==> src/rtl/cache_pkg.sv <==
// Shared types and helpers for the line-refill cache controller.
package cache_pkg;

  localparam int ADDR_W_DEF = 15;
  localparam int CNT_W_DEF  = 16;

  typedef enum logic [2:0] {
    IDLE,
    ARM,
    LOOKUP,
    REFILL,
    COMMIT
  } state_t;

  // Word-offset width; a one-word line still carries a 1-bit index.
  function automatic int off_w(input int line_words);
    return (line_words <= 1) ? 1 : $clog2(line_words);
  endfunction

endpackage

==> src/rtl/cache_line_ctrl_sat_counter.sv <==
// Saturating statistics counter with synchronous clear taking priority.
module sat_counter #(
  parameter int CNT_W = 16
) (
  input  logic             clk,
  input  logic             rst_n,
  input  logic             inc,
  input  logic             clr,
  output logic [CNT_W-1:0] cnt
);

  always_ff @(posedge clk or negedge rst_n) begin
    if (!rst_n)                 cnt <= '0;
    else if (clr)               cnt <= '0;
    else if (inc && cnt != '1)  cnt <= cnt + CNT_W'(1);
  end

endmodule

==> src/rtl/cache_line_ctrl.sv <==
// Direct-mapped cache line controller: lookup, multi-beat refill, tag commit
// and saturating access/hit/miss statistics.
module cache_line_ctrl
  import cache_pkg::*;
#(
  parameter int  ADDR_W     = ADDR_W_DEF,
  parameter int  LINE_WORDS = 4,
  parameter int  CNT_W      = CNT_W_DEF,
  localparam int OFF_W      = off_w(LINE_WORDS)
) (
  input  logic              clk,
  input  logic              rst_n,
  input  logic              start,
  output logic              done,
  input  logic              req_valid,
  input  logic [ADDR_W-1:0] req_addr,
  input  logic              req_last,
  output logic              req_ready,
  input  logic              hit,
  output logic              resp_valid,
  output logic              resp_hit,
  output logic              mem_rd,
  output logic [ADDR_W-1:0] mem_addr,
  input  logic              mem_valid,
  output logic              wr_en,
  output logic [OFF_W-1:0]  wr_word,
  output logic              tag_wr,
  input  logic              clr_stats,
  output logic [CNT_W-1:0]  acc_cnt,
  output logic [CNT_W-1:0]  hit_cnt,
  output logic [CNT_W-1:0]  miss_cnt
);

  localparam logic [OFF_W-1:0]  LAST_BEAT = OFF_W'(LINE_WORDS - 1);
  localparam logic [ADDR_W-1:0] LINE_MSK  = ~ADDR_W'(LINE_WORDS - 1);

  state_t            state;
  logic [ADDR_W-1:0] cap_addr;   // line base: offset bits cleared at capture
  logic              cap_last;
  logic [OFF_W-1:0]  beat;
  logic              rsp_hit_q;
  logic              acc;

  assign acc = req_valid && (state == LOOKUP);

  always_ff @(posedge clk or negedge rst_n) begin
    if (!rst_n) begin
      state     <= IDLE;
      cap_addr  <= '0;
      cap_last  <= 1'b0;
      beat      <= '0;
      rsp_hit_q <= 1'b0;
    end else begin
      rsp_hit_q <= 1'b0;
      case (state)
        IDLE:   if (start) state <= ARM;
        ARM:    if (!start) state <= LOOKUP;
        LOOKUP: if (req_valid) begin
          if (hit) begin
            rsp_hit_q <= 1'b1;
            if (req_last) state <= IDLE;
          end else begin
            cap_addr <= req_addr & LINE_MSK;
            cap_last <= req_last;
            beat     <= '0;
            state    <= REFILL;
          end
        end
        REFILL: if (mem_valid) begin
          if (beat == LAST_BEAT) begin
            beat  <= '0;
            state <= COMMIT;
          end else begin
            beat <= beat + OFF_W'(1);
          end
        end
        COMMIT: state <= cap_last ? IDLE : LOOKUP;
        default: state <= IDLE;
      endcase
    end
  end

  assign done       = (state == IDLE);
  assign req_ready  = (state == LOOKUP);
  assign mem_rd     = (state == REFILL);
  assign mem_addr   = cap_addr | ADDR_W'(beat);
  assign wr_en      = (state == REFILL) && mem_valid;
  assign wr_word    = beat;
  assign tag_wr     = (state == COMMIT);
  assign resp_valid = rsp_hit_q || (state == COMMIT);
  assign resp_hit   = rsp_hit_q;

  sat_counter #(.CNT_W(CNT_W)) u_acc (
    .clk(clk), .rst_n(rst_n), .inc(acc),         .clr(clr_stats), .cnt(acc_cnt)
  );
  sat_counter #(.CNT_W(CNT_W)) u_hit (
    .clk(clk), .rst_n(rst_n), .inc(acc && hit),  .clr(clr_stats), .cnt(hit_cnt)
  );
  sat_counter #(.CNT_W(CNT_W)) u_miss (
    .clk(clk), .rst_n(rst_n), .inc(acc && !hit), .clr(clr_stats), .cnt(miss_cnt)
  );

endmodule

==> config.mk <==
export PLATFORM = sky130hd
export DESIGN_NAME = cache_line_ctrl
export DESIGN_NICKNAME = d
export VERILOG_FILES = /design/src/rtl/cache_pkg.sv /design/src/rtl/cache_line_ctrl_sat_counter.sv /design/src/rtl/cache_line_ctrl.sv
export SDC_FILE = /design/constraint.sdc
export NUM_CORES = 1
export LEC_CHECK = 0
export CAP_MARGIN = 10
export CORE_AREA = 2 2 64 126
export CTS_BUF_LIST = sky130_fd_sc_hd__clkbuf_4
export DETAILED_ROUTE_END_ITERATION = 6
export DIE_AREA = 0 0 66 128
export PLACE_DENSITY = 0.79
export SLEW_MARGIN = 20
export SYNTH_ARGS = -nofsm -noshare
export SYNTH_HDL_FRONTEND = slang
export SYNTH_SLANG_ARGS = --single-unit
==> constraint.sdc <==
create_clock -name clk -period 2.22 [get_ports clk]
set_input_delay 0.333 -clock clk [delete_from_list [all_inputs] [get_ports clk]]
set_output_delay 0.333 -clock clk [all_outputs]
set_load 0.005 [all_outputs]
# Yosys cells after proc, flatten, opt, wreduce, memory -nomap -nowiden
# Index checks and enable logic that the tools add are counted.
[op_classes] bitwise=2 eq_ne=15 add_sub_neg=4 n_reduce_logical=17 mux=23
[op_table] operator="$mux 16" n=6
[op_table] operator="$add 16x1->16 const B" n=3
[op_table] operator="$ne 16x16->1 const B" n=3
[op_table] operator="$mux 3" n=7
[op_table] operator="$or 15x2->15" n=1
[op_table] operator="$pmux 3 s5" n=1
[op_table] operator="$mux 2" n=5
[op_table] operator="$ne 2x2->1 const B" n=4
[op_table] operator="$reduce_bool 2->1" n=4
[op_table] operator="$logic_and 1x1->1" n=7
[op_table] operator="$eq 3x2->1 const B" n=2
[op_table] operator="$reduce_and 6->1" n=1
[op_table] operator="$ne 2x1->1 const B" n=2
[op_table] operator="$pmux 2 s2" n=1
[op_table] operator="$reduce_and 4->1" n=1
[op_table] operator="$eq 3x1->1 const B" n=1
[op_table] operator="$eq 3x3->1 const B" n=1
[op_table] operator="$logic_not 3->1" n=1
[op_table] operator="$mux 1" n=3
[op_table] operator="$ne 3x3->1 const B" n=1
[op_table] operator="$reduce_and 3->1" n=1
[op_table] operator="$add 2x1->2 const B" n=1
[op_table] operator="$eq 2x2->1 const B" n=1
[op_table] operator="$logic_not 1->1" n=1
[op_table] operator="other kinds (2)" n=2
[totals] wordCells=69 regBits=68 input_bits=23 out_inout_bits=72

# Logic depth before layout (Yosys ltp)
[logic_depth] word_depth=6 depth_mapped=8 depth_no_buf=5

# Cells and area by module
# From an unflattened synthesis, not the netlist that was laid out.
[unflattened] hier_cells=364 hier_area_um2=3779.9
[modules_own_cells] module="sat_counter" seq_area_each_um2=400.4 cells_per_inst=98 instances=3 area_per_inst_um2=942.2
[modules_own_cells] module="cache_line_ctrl" seq_area_each_um2=500.5 cells_per_inst=70 instances=1 area_per_inst_um2=953.4

# Worst setup path before layout
# Ideal clock, no wire load.
[synth_timing] path_type="flip-flop to flip-flop" startpoint="register u_acc.cnt[0]" endpoint="register u_acc.cnt[14]" setup_ps=125 path_buffers=1 t_arrival_ps=1842 required_ps=2095 period_less_slack_ps=1966 path_stages_with_launch=7 slack_ps=254 path_cell_list="dfrtp_1 > ha_1 > and4_1 > and4bb_2 > clkbuf_1 > nor4_1 > mux2_2"
[synth_via] elab_chain_cells=3 elab_cells_between_ends=6 cone_classes="add/sub: 1; eq/ne: 1; mux: 2; reduce/logical: 2"
[synth_lines] item="from (decl)" line="cache_line_ctrl_sat_counter.sv:9" source="output logic [CNT_W-1:0] cnt"
[synth_lines] item="from (signal assigned)" line="cache_line_ctrl_sat_counter.sv:15" source="else if (inc && cnt != '1) cnt <= cnt + CNT_W'(1);"
[synth_lines] item="$add 16x1->16 / $ne 16x16->1 (equally long branches)" line="cache_line_ctrl_sat_counter.sv:15"
[synth_lines] item="$mux 16 / $logic_and 1x1->1 (equally long branches)" line="cache_line_ctrl_sat_counter.sv:15"
[synth_lines] item="$mux 16 / $reduce_bool 2->1 (equally long branches)"
# Several ways; a longest one is shown, not always the timed one. The select of a mux whose other input is x is not followed.
# A chain may end at the register's enable or synchronous reset.

# Final worst setup path
[layout_timing] startpoint="register state[2]" endpoint="output resp_valid"
[layout_via] elab_chain_cells=2
[layout_lines] item="from (decl)" line="cache_line_ctrl.sv:37" source="state_t state;"
[layout_lines] item="from (signal assigned)" line="cache_line_ctrl.sv:77" source="COMMIT: state <= cap_last ? IDLE : LOOKUP;"
[layout_lines] item="$eq 3x3->1" line="cache_line_ctrl.sv:90" source="assign resp_valid = rsp_hit_q || (state == COMMIT);"
[layout_lines] item="$logic_or 1x1->1" line="cache_line_ctrl.sv:90"
[layout_lines] item="to (decl)" line="cache_line_ctrl.sv:20" source="output logic resp_valid,"
# No other way between the ends.

==> flow_metrics.tcl <==
set metrics [dict create \
    drc 0 \
    synthesized_area_fraction_occupied_by_adder_cells_pct 1.39 \
    ys_seq_elements 68 \
    period_minus_slack_ns 2.13 \
    syn2layout_area_growth_pct 37.6 \
    grt.overflow.total 0 \
    htree_num_levels 3 \
    multiInputGateArea_sq_mm 0.00181 \
    floorplan.initialDensity_pct 47.8 \
    detailedRoute.firstIterationViolations 191 \
    tightestPinTransition_ns 0.714 \
    crit_arrival_ns 1.80 \
    synth_compound_gate_area_share_pct 16.2 \
    synth_top_cells_by_count "68 x sky130_fd_sc_hd__dfrtp_1, 61 x sky130_fd_sc_hd__nand2_1, 39 x sky130_fd_sc_hd__a21oi_1" \
    final_layout_size_suffix_gt1_share_pct 13.8 \
    final-setup-viol-count 0 \
    critPathKind "reg2out" \
    fin_worst_skew_ns 0.0116 \
    detailed_place_hpwl_microns 6830 \
    synth.yosys.seq_area_share_pct 47.2 \
    finalCritPeriodShare_pct 95.9 \
    postSynthCellCount 389 \
    grt_antenna_before_repair 1 \
    drt_pre_antenna_iters 4 \
    irDropWorstVdd_mv 0.688 \
    io_buffers 92 \
    max_capacitance_violation_count 0 \
    place_inst 580 \
    floorplan.io_pins 95 \
    power.density_cell_area_mw_per_mm2 695 \
    grt_util_overall_pct 23.5 \
    clk_root_buffer_cell "sky130_fd_sc_hd__clkbuf_4" \
    synthMostInstantiatedCell "sky130_fd_sc_hd__dfrtp_1" \
    die_height_microns 128 \
    core.rowCount 45 \
    synth-async-reset-ratio_pct 100 \
    hold_violations 0 \
    syn-mean-instance-area_sq_um 9.27 \
    post_synth_main_area_contributors "sky130_fd_sc_hd__dfrtp_1 47%, sky130_fd_sc_hd__nand2_1 6.4%, sky130_fd_sc_hd__or4_1 5.6%, sky130_fd_sc_hd__a21oi_1 5.4%, sky130_fd_sc_hd__o31ai_1 5.0%" \
    dominant_combinational_cell_family_by_area_after_synthesis "simple AND/OR/NAND/NOR gates" \
    worst_skew_pair.late_latency_ns 0.41 \
    syn_nets 416 \
    clk_pin_slew_ns 0.11 \
    worst_slew_margin_relative_to_its_limit_pct 52.4 \
    outcome "complete, no violations" \
    detail_route.vias_per_cell 5.92 \
    numClockSinks 68 \
    cp-start-kind "register" \
    timing.final.max_slew_violations 0 \
    worst_hold_startpoint "req_addr[12]" \
    ant_nets 0 \
    crit_path_max_fanout 7 \
    synth_flop_cell "sky130_fd_sc_hd__dfrtp_1" \
    critical_r2r_capture "u_miss.cnt[13]" \
    final_nets 528 \
    netlist-cell-type-count 43 \
    final_design_area_no_fill_sq_mm 0.00496 \
    placeable_core_region_sq_mm 0.00754 \
    finalCoreUtilization_pct 65.7 \
    cts_tree "done" \
    reg2reg_depth 4 \
    routabilityCongestion 0.778 \
    required_ns 1.89 \
    synth-simple-area-share_pct 29.1 \
    die_width_microns 66 \
    ys.warnings.count 0 \
    synth_edf_count 0 \
    num-fill-cells 648 \
    power_leakage_uw 0.00198 \
    post-synth-top-area-cell "sky130_fd_sc_hd__dfrtp_1" \
    clk_path_buf_depth 2 \
    critical_path.endpoint_type "output port" \
    grt_setup_unrepaired "no" \
    placed_cell_area_sq_mm 0.00478 \
    min_delay_worst_endpoint "cap_addr[12]" \
    reg2reg_setup_slack_ns 0.13 \
    die_area_sq_mm 0.00845 \
    r2r_start "state[0]" \
    cts_inserted_buffers 9 \
    fin_cells 601 \
    post_synth_mux_area_share_pct 2.15 \
    achievable-frequency_mhz 470 \
    grt_start_max_net_pins 69 \
    synth.cell_area_sq_mm 0.00360 \
    area_taken_by_flip_flops_and_latches_sq_mm 0.00171 \
    first_global_vias 3505 \
    hold_path_depth 3 \
    hp-class "in2reg" \
    via_count 3558 \
    drt_wl_total_microns 9620 \
    proportion_of_netlist_area_held_by_the_largest_area_contributor_pct 47.2 \
    avgRoutedWirePerCell_microns 16.0 \
    synthXorXnorAreaFrac_pct 0.243 \
    grt_pass1_wl_microns 15700 \
]
per-stage QoR:
stage | power [uW] | TNS [ns] | worst slack [ns] | hold slack, ns
final | 3450 | 0 | 0.0902 | 0.443
after global routing | 3640 | 0 | 0.00383 | 0.443
after detailed placement | 2690 | -4.46 | -0.198 | 0.386
after CTS | 3420 | -0.0113 | -0.0113 | 0.405
after floorplan | 2040 | 0 | 0.254 | 0.0374
after global placement | 2660 | -2.70 | -0.166 | 0.381
final cells by class:
cell class	count	area share, %
timing repair buffer	126	24.1
clock inverter	3	0.277
sequential	68	34.4
clock buffer	13	1.97
multi-input combinational	290	36.4
inverter	6	0.454
antenna	1	0.0505
tap	94	2.37
cells by family (layout without fill, tap and decap cells):
kind of cell             Yosys count  after routing
AND/OR/NAND/NOR                  184            184
AO/OA/AOI/OAI                     94             94
flip-flops                        68             68
buffers and inverters             31            148
multiplexers                       7              7
adder cells (fa/ha/maj)            4              4
XOR/XNOR                           1              1
other                              0              1
how the worst max path moves through the flow:
stage | startpoint | endpoint | slack (ns) | cells past startpoint
3_5_place_dp | req_valid | u_miss.cnt[14] | -0.20 | 7
4_1_cts | state[2] | resp_valid | -0.01 | 3
5_1_grt | state[1] | wr_en | 0.004 | 3
2_1_floorplan | u_acc.cnt[0] | u_acc.cnt[14] | 0.25 | 6
3_3_place_gp | req_valid | u_miss.cnt[13] | -0.17 | 5
6_report | state[2] | resp_valid | 0.09 | 3
where the power goes:
part | internal [uW] | switching (uW)
Sequential | 1420 | 157
Combinational | 699 | 472
Clock | 275 | 428
repair_timing:
item / in CTS / in global routing
hold buffers: 1 / 0
setup buffers: 0 / 3
endpoints found under the hold margin: 68 / 0
gates resized for setup: 4 / 5
setup endpoints to repair: 5 / 4
layout by cell type, fill, tap and decap left out, types with 6 or more instances in the layout:
| master | count |
|---|---|
| sky130_fd_sc_hd__buf_4 | 31 |
| sky130_fd_sc_hd__dfrtp_1 | 65 |
| sky130_fd_sc_hd__nand3_1 | 15 |
| sky130_fd_sc_hd__and4_1 | 6 |
| sky130_fd_sc_hd__clkdlybuf4s50_1 | 90 |
| sky130_fd_sc_hd__or3_1 | 13 |
| sky130_fd_sc_hd__nand4_1 | 12 |
| sky130_fd_sc_hd__a21oi_1 | 39 |
| sky130_fd_sc_hd__and3_1 | 6 |
| sky130_fd_sc_hd__o31ai_1 | 24 |
| sky130_fd_sc_hd__nand2_1 | 61 |
| sky130_fd_sc_hd__nor2_1 | 10 |
| sky130_fd_sc_hd__mux2_2 | 6 |
| sky130_fd_sc_hd__or4_1 | 27 |
| sky130_fd_sc_hd__inv_1 | 6 |
| sky130_fd_sc_hd__clkbuf_4 | 13 |
| sky130_fd_sc_hd__nor2b_1 | 7 |
| sky130_fd_sc_hd__o21ai_0 | 15 |
critical path, cell delays in order, from the launching register on:
cell and delay, ns:
sky130_fd_sc_hd__dfrtp_2 0.48, sky130_fd_sc_hd__nor3b_4 0.18, sky130_fd_sc_hd__or2_2 0.28, sky130_fd_sc_hd__clkdlybuf4s50_1 0.45
sequential cells by signal, summed over array words and instances, names as in the netlist:
| name | cells |
|---|---|
| cap_last | 1 |
| cap_addr | 13 |
| u_hit.cnt | 16 |
| wr_word | 2 |
| u_acc.cnt | 16 |
| resp_hit | 1 |
| u_miss.cnt | 16 |
| state | 3 |
per-layer routing:
layer / up-vias / track usage [%] / share of wire, % / wire length, microns
li1: 1688 / - / - / -
met1: 1758 / 26.5 / 38 / 3650
met2: 93 / 41.7 / 56 / 5380
met3: 19 / 4.65 / 3.9 / 371
met4: 0 / 10.9 / 2.2 / 215
met5: - / 0 / 0 / 0
No activity file was read; power rests on OpenSTA's default activity.
